### config.mk
export PLATFORM = sky130hd
export DESIGN_NAME = memory_control
export DESIGN_NICKNAME = d
export VERILOG_FILES = /design/src/rtl/cpu_types_pkg.sv /design/src/rtl/memory_control.sv
export SDC_FILE = /design/constraint.sdc
export NUM_CORES = 1
export LEC_CHECK = 0
export ABC_AREA = 0
export CAP_MARGIN = 20
export CELL_PAD_IN_SITES_DETAIL_PLACEMENT = 0
export CELL_PAD_IN_SITES_GLOBAL_PLACEMENT = 1
export CORE_ASPECT_RATIO = 0.6
export CORE_UTILIZATION = 12
export DETAILED_ROUTE_END_ITERATION = 10
export PLACE_DENSITY_LB_ADDON = 0.1
export SLEW_MARGIN = 20
export SYNTH_ARGS = -nofsm -noshare
export SYNTH_HDL_FRONTEND = slang
export SYNTH_SLANG_ARGS = --single-unit
### constraint.sdc
create_clock -name CLK -period 1.8 [get_ports CLK]
set_input_delay 0.18 -clock CLK [delete_from_list [all_inputs] [get_ports CLK]]
set_output_delay 0.18 -clock CLK [all_outputs]
set_load 0.03 [all_outputs]
### src/rtl/cpu_types_pkg.sv
// Shared CPU/memory types: RAM handshake state, controller FSM states and
// the grant-source encoding used by the memory controller.
package cpu_types_pkg;

    typedef logic [31:0] word_t;

    typedef enum logic [1:0] {
        FREE,
        BUSY,
        ACCESS,
        ERROR
    } ramstate_t;

    typedef enum logic [1:0] {
        MC_IDLE,
        MC_IGNT,
        MC_DGNT
    } memctl_state_t;

    localparam logic MC_SRC_I = 1'b0;
    localparam logic MC_SRC_D = 1'b1;

endpackage

### src/rtl/memory_control.sv
// Single-CPU memory controller: arbitrates icache/dcache requests onto the
// one RAM port and returns wait/load; coherence outputs are held inert.
module memory_control
    import cpu_types_pkg::*;
#(
    parameter int CPUS  = 1,
    parameter bit IFAIR = 1'b1
) (
    input  logic                 CLK,
    input  logic                 RST,
    input  logic [CPUS-1:0]      iREN,
    input  logic [CPUS*32-1:0]   iaddr,
    input  logic [CPUS-1:0]      dREN,
    input  logic [CPUS-1:0]      dWEN,
    input  logic [CPUS*32-1:0]   daddr,
    input  logic [CPUS*32-1:0]   dstore,
    input  word_t                ramload,
    input  ramstate_t            ramstate,
    input  logic [CPUS-1:0]      ccwrite,
    input  logic [CPUS-1:0]      cctrans,
    output logic [CPUS-1:0]      iwait,
    output logic [CPUS-1:0]      dwait,
    output logic [CPUS*32-1:0]   iload,
    output logic [CPUS*32-1:0]   dload,
    output logic                 ramREN,
    output logic                 ramWEN,
    output word_t                ramaddr,
    output word_t                ramstore,
    output logic [CPUS-1:0]      ccwait,
    output logic [CPUS-1:0]      ccinv,
    output logic [CPUS*32-1:0]   ccsnoopaddr
);

    if (CPUS != 1) begin : g_cpus_check
        $error("memory_control: only CPUS=1 is supported");
    end

    memctl_state_t state, next_state;
    logic          last_grant, next_last_grant;
    logic          ireq, dreq;

    // Coherence inputs have no meaning with a single CPU.
    logic unused_cc;
    assign unused_cc = ^{ccwrite, cctrans};

    assign ccwait      = '0;
    assign ccinv       = '0;
    assign ccsnoopaddr = '0;

    assign ireq = iREN[0];
    assign dreq = dREN[0] | dWEN[0];

    // NOTE: reset is synchronous, so RST only takes effect at the next rising edge.
    always_ff @(posedge CLK) begin
        if (RST) begin
            state      <= MC_IDLE;
            last_grant <= MC_SRC_I;
        end else begin
            // NOTE: sequential state uses non-blocking assignments only.
            state      <= next_state;
            last_grant <= next_last_grant;
        end
    end

    always_comb begin
        // NOTE: every output gets a default first so no path can infer a latch.
        next_state      = state;
        next_last_grant = last_grant;
        iwait           = '1;
        dwait           = '1;
        iload           = '0;
        dload           = '0;
        ramREN          = 1'b0;
        ramWEN          = 1'b0;
        ramaddr         = '0;
        ramstore        = '0;

        unique case (state)
            MC_IDLE: begin
                if (ireq && dreq) begin
                    next_state = (IFAIR && last_grant == MC_SRC_D) ? MC_IGNT : MC_DGNT;
                end else if (ireq) begin
                    next_state = MC_IGNT;
                end else if (dreq) begin
                    next_state = MC_DGNT;
                end
            end

            MC_IGNT: begin
                if (!ireq) begin
                    next_state = MC_IDLE;
                end else begin
                    ramREN  = 1'b1;
                    ramaddr = iaddr[31:0];
                    if (ramstate == ACCESS) begin
                        iwait[0]        = 1'b0;
                        iload[31:0]     = ramload;
                        next_last_grant = MC_SRC_I;
                        next_state      = MC_IDLE;
                    end
                end
            end

            MC_DGNT: begin
                if (!dreq) begin
                    next_state = MC_IDLE;
                end else begin
                    ramWEN   = dWEN[0];
                    ramREN   = dREN[0] & ~dWEN[0];
                    ramaddr  = daddr[31:0];
                    ramstore = dstore[31:0];
                    if (ramstate == ACCESS) begin
                        dwait[0]        = 1'b0;
                        // Writes complete with zero data on the load bus.
                        dload[31:0]     = dWEN[0] ? '0 : ramload;
                        next_last_grant = MC_SRC_D;
                        next_state      = MC_IDLE;
                    end
                end
            end

            default: next_state = MC_IDLE;
        endcase
    end

endmodule

== Word-level counts from Yosys, hierarchy flattened ==
Cells that the tools add are included.

* Bits in registers: 3
* Output and inout port bits: 166
* Word-level logic and storage cells: 52

* Equal/unequal tests: 8
* Multiplexer cells: 35
* Bitwise gates (word level): 3
* Reductions and logical operators: 4

{| class="wikitable"
|+ Operator list
! cell !! number
|-
| 32-bit two-way mux || 11
|-
| 32-bit one-hot mux with 2 select lines || 1
|-
| 2-bit two-way mux || 7
|-
| 1-bit two-way mux || 13
|-
| 2-bit inequality test (second input constant) || 4
|-
| 2-bit one-hot mux with 3 select lines || 1
|-
| 5-bit AND reduction || 1
|-
| 2-bit equality test (second input constant) || 2
|-
| 4-bit inequality test (second input constant) || 1
|-
| 1-bit one-hot mux with 2 select lines || 2
|-
| 2-bit by 1-bit equality test with 1-bit output (second input constant) || 1
|-
| 2-bit zero test || 1
|-
| 2-bit nonzero test || 1
|-
| 1-bit bitwise AND || 1
|-
| 1-bit logical AND || 1
|-
| 1-bit NOT || 1
|-
| 1-bit OR || 1
|}

== Longest topological paths before layout ==
* Depth after elaboration: 5
* Mapped depth: 7

== Worst setup path before layout ==
No wires, ideal clock.

* Path kind: reg-to-output
* Start point: register state[0]
* End point: output port ramREN
* Arrival time: 1.509 ns
* Path slack: 0.111 ns
* Stages on the path, launching flop included: 4
* Cell sequence: dfxtp_1 inv_1 ha_1 a21boi_0

* Longest elaborated chain between the ends: 2
* Elaborated cells between the ends (all ways): 3
* Those cells by class: 2 x eq/ne; 1 x mux

{| class="wikitable"
|+ RTL lines
! what !! line !! source
|-
| start: declaration || memory_control.sv:38 || <nowiki>memctl_state_t state, next_state;</nowiki>
|-
| start signal: assignment || memory_control.sv:60 || <nowiki>state <= next_state;</nowiki>
|-
| 2-bit equality test / 2-bit by 1-bit equality test with 1-bit output (equally long branches) || memory_control.sv:78 || <nowiki>unique case (state)</nowiki>
|-
| 1-bit one-hot mux with 2 select lines * || memory_control.sv:78 ||
|-
| end: declaration || memory_control.sv:25 || <nowiki>output logic ramREN,</nowiki>
|}

Mark *: on every way between the ends. The rest lies on a longest branch, timed or not.

== Final worst setup path ==
* Start point: register state[0]
* End point: output port iload[22]

* Longest elaborated chain between the ends: 2

{| class="wikitable"
|+ RTL lines
! what !! line !! source
|-
| 2-bit by 1-bit equality test with 1-bit output || memory_control.sv:78 ||
|-
| 32-bit two-way mux || memory_control.sv:78 ||
|-
| end: declaration || memory_control.sv:23 || <nowiki>output logic [CPUS*32-1:0] iload,</nowiki>
|}

Every way passes these cells.

==> flow_summary.toml <==
[global_route]
grt_max_degree = 37
grt_use_met2_pct = 21.63
use_met1_pct = 13.89
grt_pass1_wl_um = 13640
use_met3_pct = 3.121
grt_pass1_vias = 2433
gr-total-overflow = 0
grt_usage_pct = 11.72
antenna_found_initial = 0
grt.busiest_layer = "met2"

[detailed_routing]
drt_wl_total_um = 11050
vias = 2711
ant_nets = 0
viasPerCell = 3.734
first_iter_violations = 106
avgRoutedWirePerCell_um = 15.22
drc = 0
drt-pass1-iter-count = 4

[final_layout]
fin_nets = 676
drive_above_1_share_pct = 38.76
antenna_cells = 0
fin_area_um2 = 4987
area_delta_synth_final_pct = 189.0

[power_and_ir_drop]
powerDensity_nw_per_um2 = 338.6
finalPower_mw = 1.689
p_leak_nw = 2.225
irDropWorstVdd_uv = 268.4

[timing]
finClkSkew_ns = 0.001134
min_period_ns = 1.828
fin_ws_ns = -0.02773
clock.fmax_ghz = 0.5471
finalHoldViolCount = 0
timing.final.crit_share_pct = 101.5
drv_slew = 0
rsz0062_at_grt = "true"
setup_viol = 11

[die]
ios = 303
coreArea_um2 = 13830
start_util_pct = 12.47
rows = 33
die_area_um2 = 14880
die_x_um = 156.8
die_h_um = 94.88

[synth]
synth_edf_count = 0
synth_top_area_share_pct = 23.57
ys_async_sr_fraction_pct = 0
synth_top_cells_by_area = "and2_1 (24%), buf_4 (15%), a22oi_1 (14%)"
synth_most_common_cell = "and2_1"
yosys_warnings = 0
synth_seq_cells = 3
syn_area_um2 = 1725
synth_common_cells = "and2_1 (65), buf_4 (35), a22oi_1 (32), and3_1 (32), nor2b_1 (32)"
synth.distinct_cells = 32
synth_top_cell_by_area = "and2_1"
synth_cells = 253
synth_ff_type = "dfxtp_1"
ys_seq_area_share_pct = 3.481
synth.avg_cell_area_um2 = 6.820

[clocking]
clk_pin_slew_ns = 0.03
numCtsBuffers = 3
clock_sinks = 3
clock-root-buffer = "clkbuf_16"
hold_buffers = 0
tritoncts = "done"
htreeDepth = 1
worstSkewPairLatency_ns = 0.22
clockBufferDepth = 2

[placement]
placed_cell_area_um2 = 4258
io_buffer_count = 266
dp_hpwl_um = 7924
place.gp.congestion = 0.7746

[worst_setup_path]
critPathKind = "flip-flop to output port"
cpPeakStageDelay_ns = 0.35
worstPathCellList = "buf_6 -> ha_4 -> and2_4 -> buf_12 -> clkbuf_16 -> and3_4 -> buf_6"
critPathTopFamily = "buffers and inverters"
setup.worst_path.start = "state[0]"
crit_arrival_ns = 1.65
cp.required_ns = 1.62
r2r_start = "state[0]"
cp_common_cell = "buf_6"
crit_fanout = 5
worst-path-buf-inv = 4
reg2reg_slack_ns = 0.05
cpMaxStageDelayCell = "dfxtp_2"
start_kind = "flip-flop"
crit_path_end_kind = "output port"

[worst_hold_path]
hp-class = "flip-flop to flip-flop"
holdCritStartpoint = "last_grant"

[outcome]
status = "finished, violations left"
violations = "negative setup slack"

[flow_run]
drv_cap = 0
final cells by class:
cell class,instances,area (µm²)
inverter,2,12.51
tap,192,240.2
fill,1442,8845
clock buffer,4,78.83
sequential,3,65.06
timing repair buffer,300,3023
multi-input combinational,225,1568
logic make-up (layout without fill, tap and decap cells):
kind of cell / Yosys count / in the layout / share of synthesized area [%]
AO/OA/AOI/OAI: 42 / 42 / 18.56
adder cells (fa/ha/maj): 4 / 4 / 2.901
buffers and inverters: 59 / 306 / 22.91
flip-flops: 3 / 3 / 3.481
other: 1 / 34 / 0.2173
AND/OR/NAND/NOR: 144 / 145 / 51.92
report_power, final:
group	switching (mW)	leakage [nW]	internal, mW
registers	0.00897	0.0256	0.0738
clock network	0.0611	0.0382	0.292
logic	0.608	2.16	0.645
total	0.678	2.23	1.01
layer usage:
layer / wire [µm] / vias to the layer above / share of wire, %
li1: - / 1361 / -
met5: 0 / - / 0
met2: 5438 / 120 / 49
met3: 855 / 5 / 7.7
met1: 4718 / 1225 / 43
met4: 41 / 0 / 0.37
tightest hold or removal path: cells and delay by family (launching register included):
| kind | cells | cell delay (ns) |
|---|---|---|
| compound gates | 2 | 0.15 |
| flops | 1 | 0.32 |
final timing paths:
kind                     end  depth (start not counted)
hold / removal    last_grant                          2
setup / recovery   iload[22]                          7
setup reg to reg    state[0]                          9
hold reg to reg   last_grant                          2
state kept, by name, indices dropped and copies added, names as in the netlist:
register,count
last_grant,1
state,2
metrics by stage:
step	setup TNS (ns)	setup WS [ns]	std cells	hold WS, ns	utilization (%)
after CTS	-0.4565	-0.02366	713	0.5238	32.07
final	-0.1550	-0.02773	726	0.5216	36.06
after global routing	-3.758	-0.09406	726	0.5460	36.06
after detailed placement	0	0.05610	705	0.5177	30.78
after floorplan	0	0.1107	286	0.2491	-
after global placement	0	0.06753	705	0.5087	30.78
placed cells by master, fill, tap and decap left out, types with 2 or more instances in the layout:
master / n
and3_4: 10
conb_1: 34
nand3_1: 2
ha_4: 2
and2_4: 2
buf_8: 2
ha_1: 2
nor2_1: 2
a22oi_1: 16
buf_4: 99
clkbuf_16: 8
a22oi_2: 16
o211ai_2: 2
buf_12: 8
and3_1: 22
nor2b_1: 32
inv_4: 2
clkdlybuf4s50_1: 134
nand2b_1: 2
buf_6: 50
nor3b_1: 2
nand2_1: 2
and2_1: 65
timing repair:
| item | CTS | global route |
|---|---|---|
| resized for setup | 8 | 85 |
| pin swaps | 1 | 6 |
| cloned | 2 | 8 |
| buffers inserted | 2 | 5 |
| setup endpoints to repair | 125 | 120 |
Note: power is estimated with default switching activity, not from simulation.
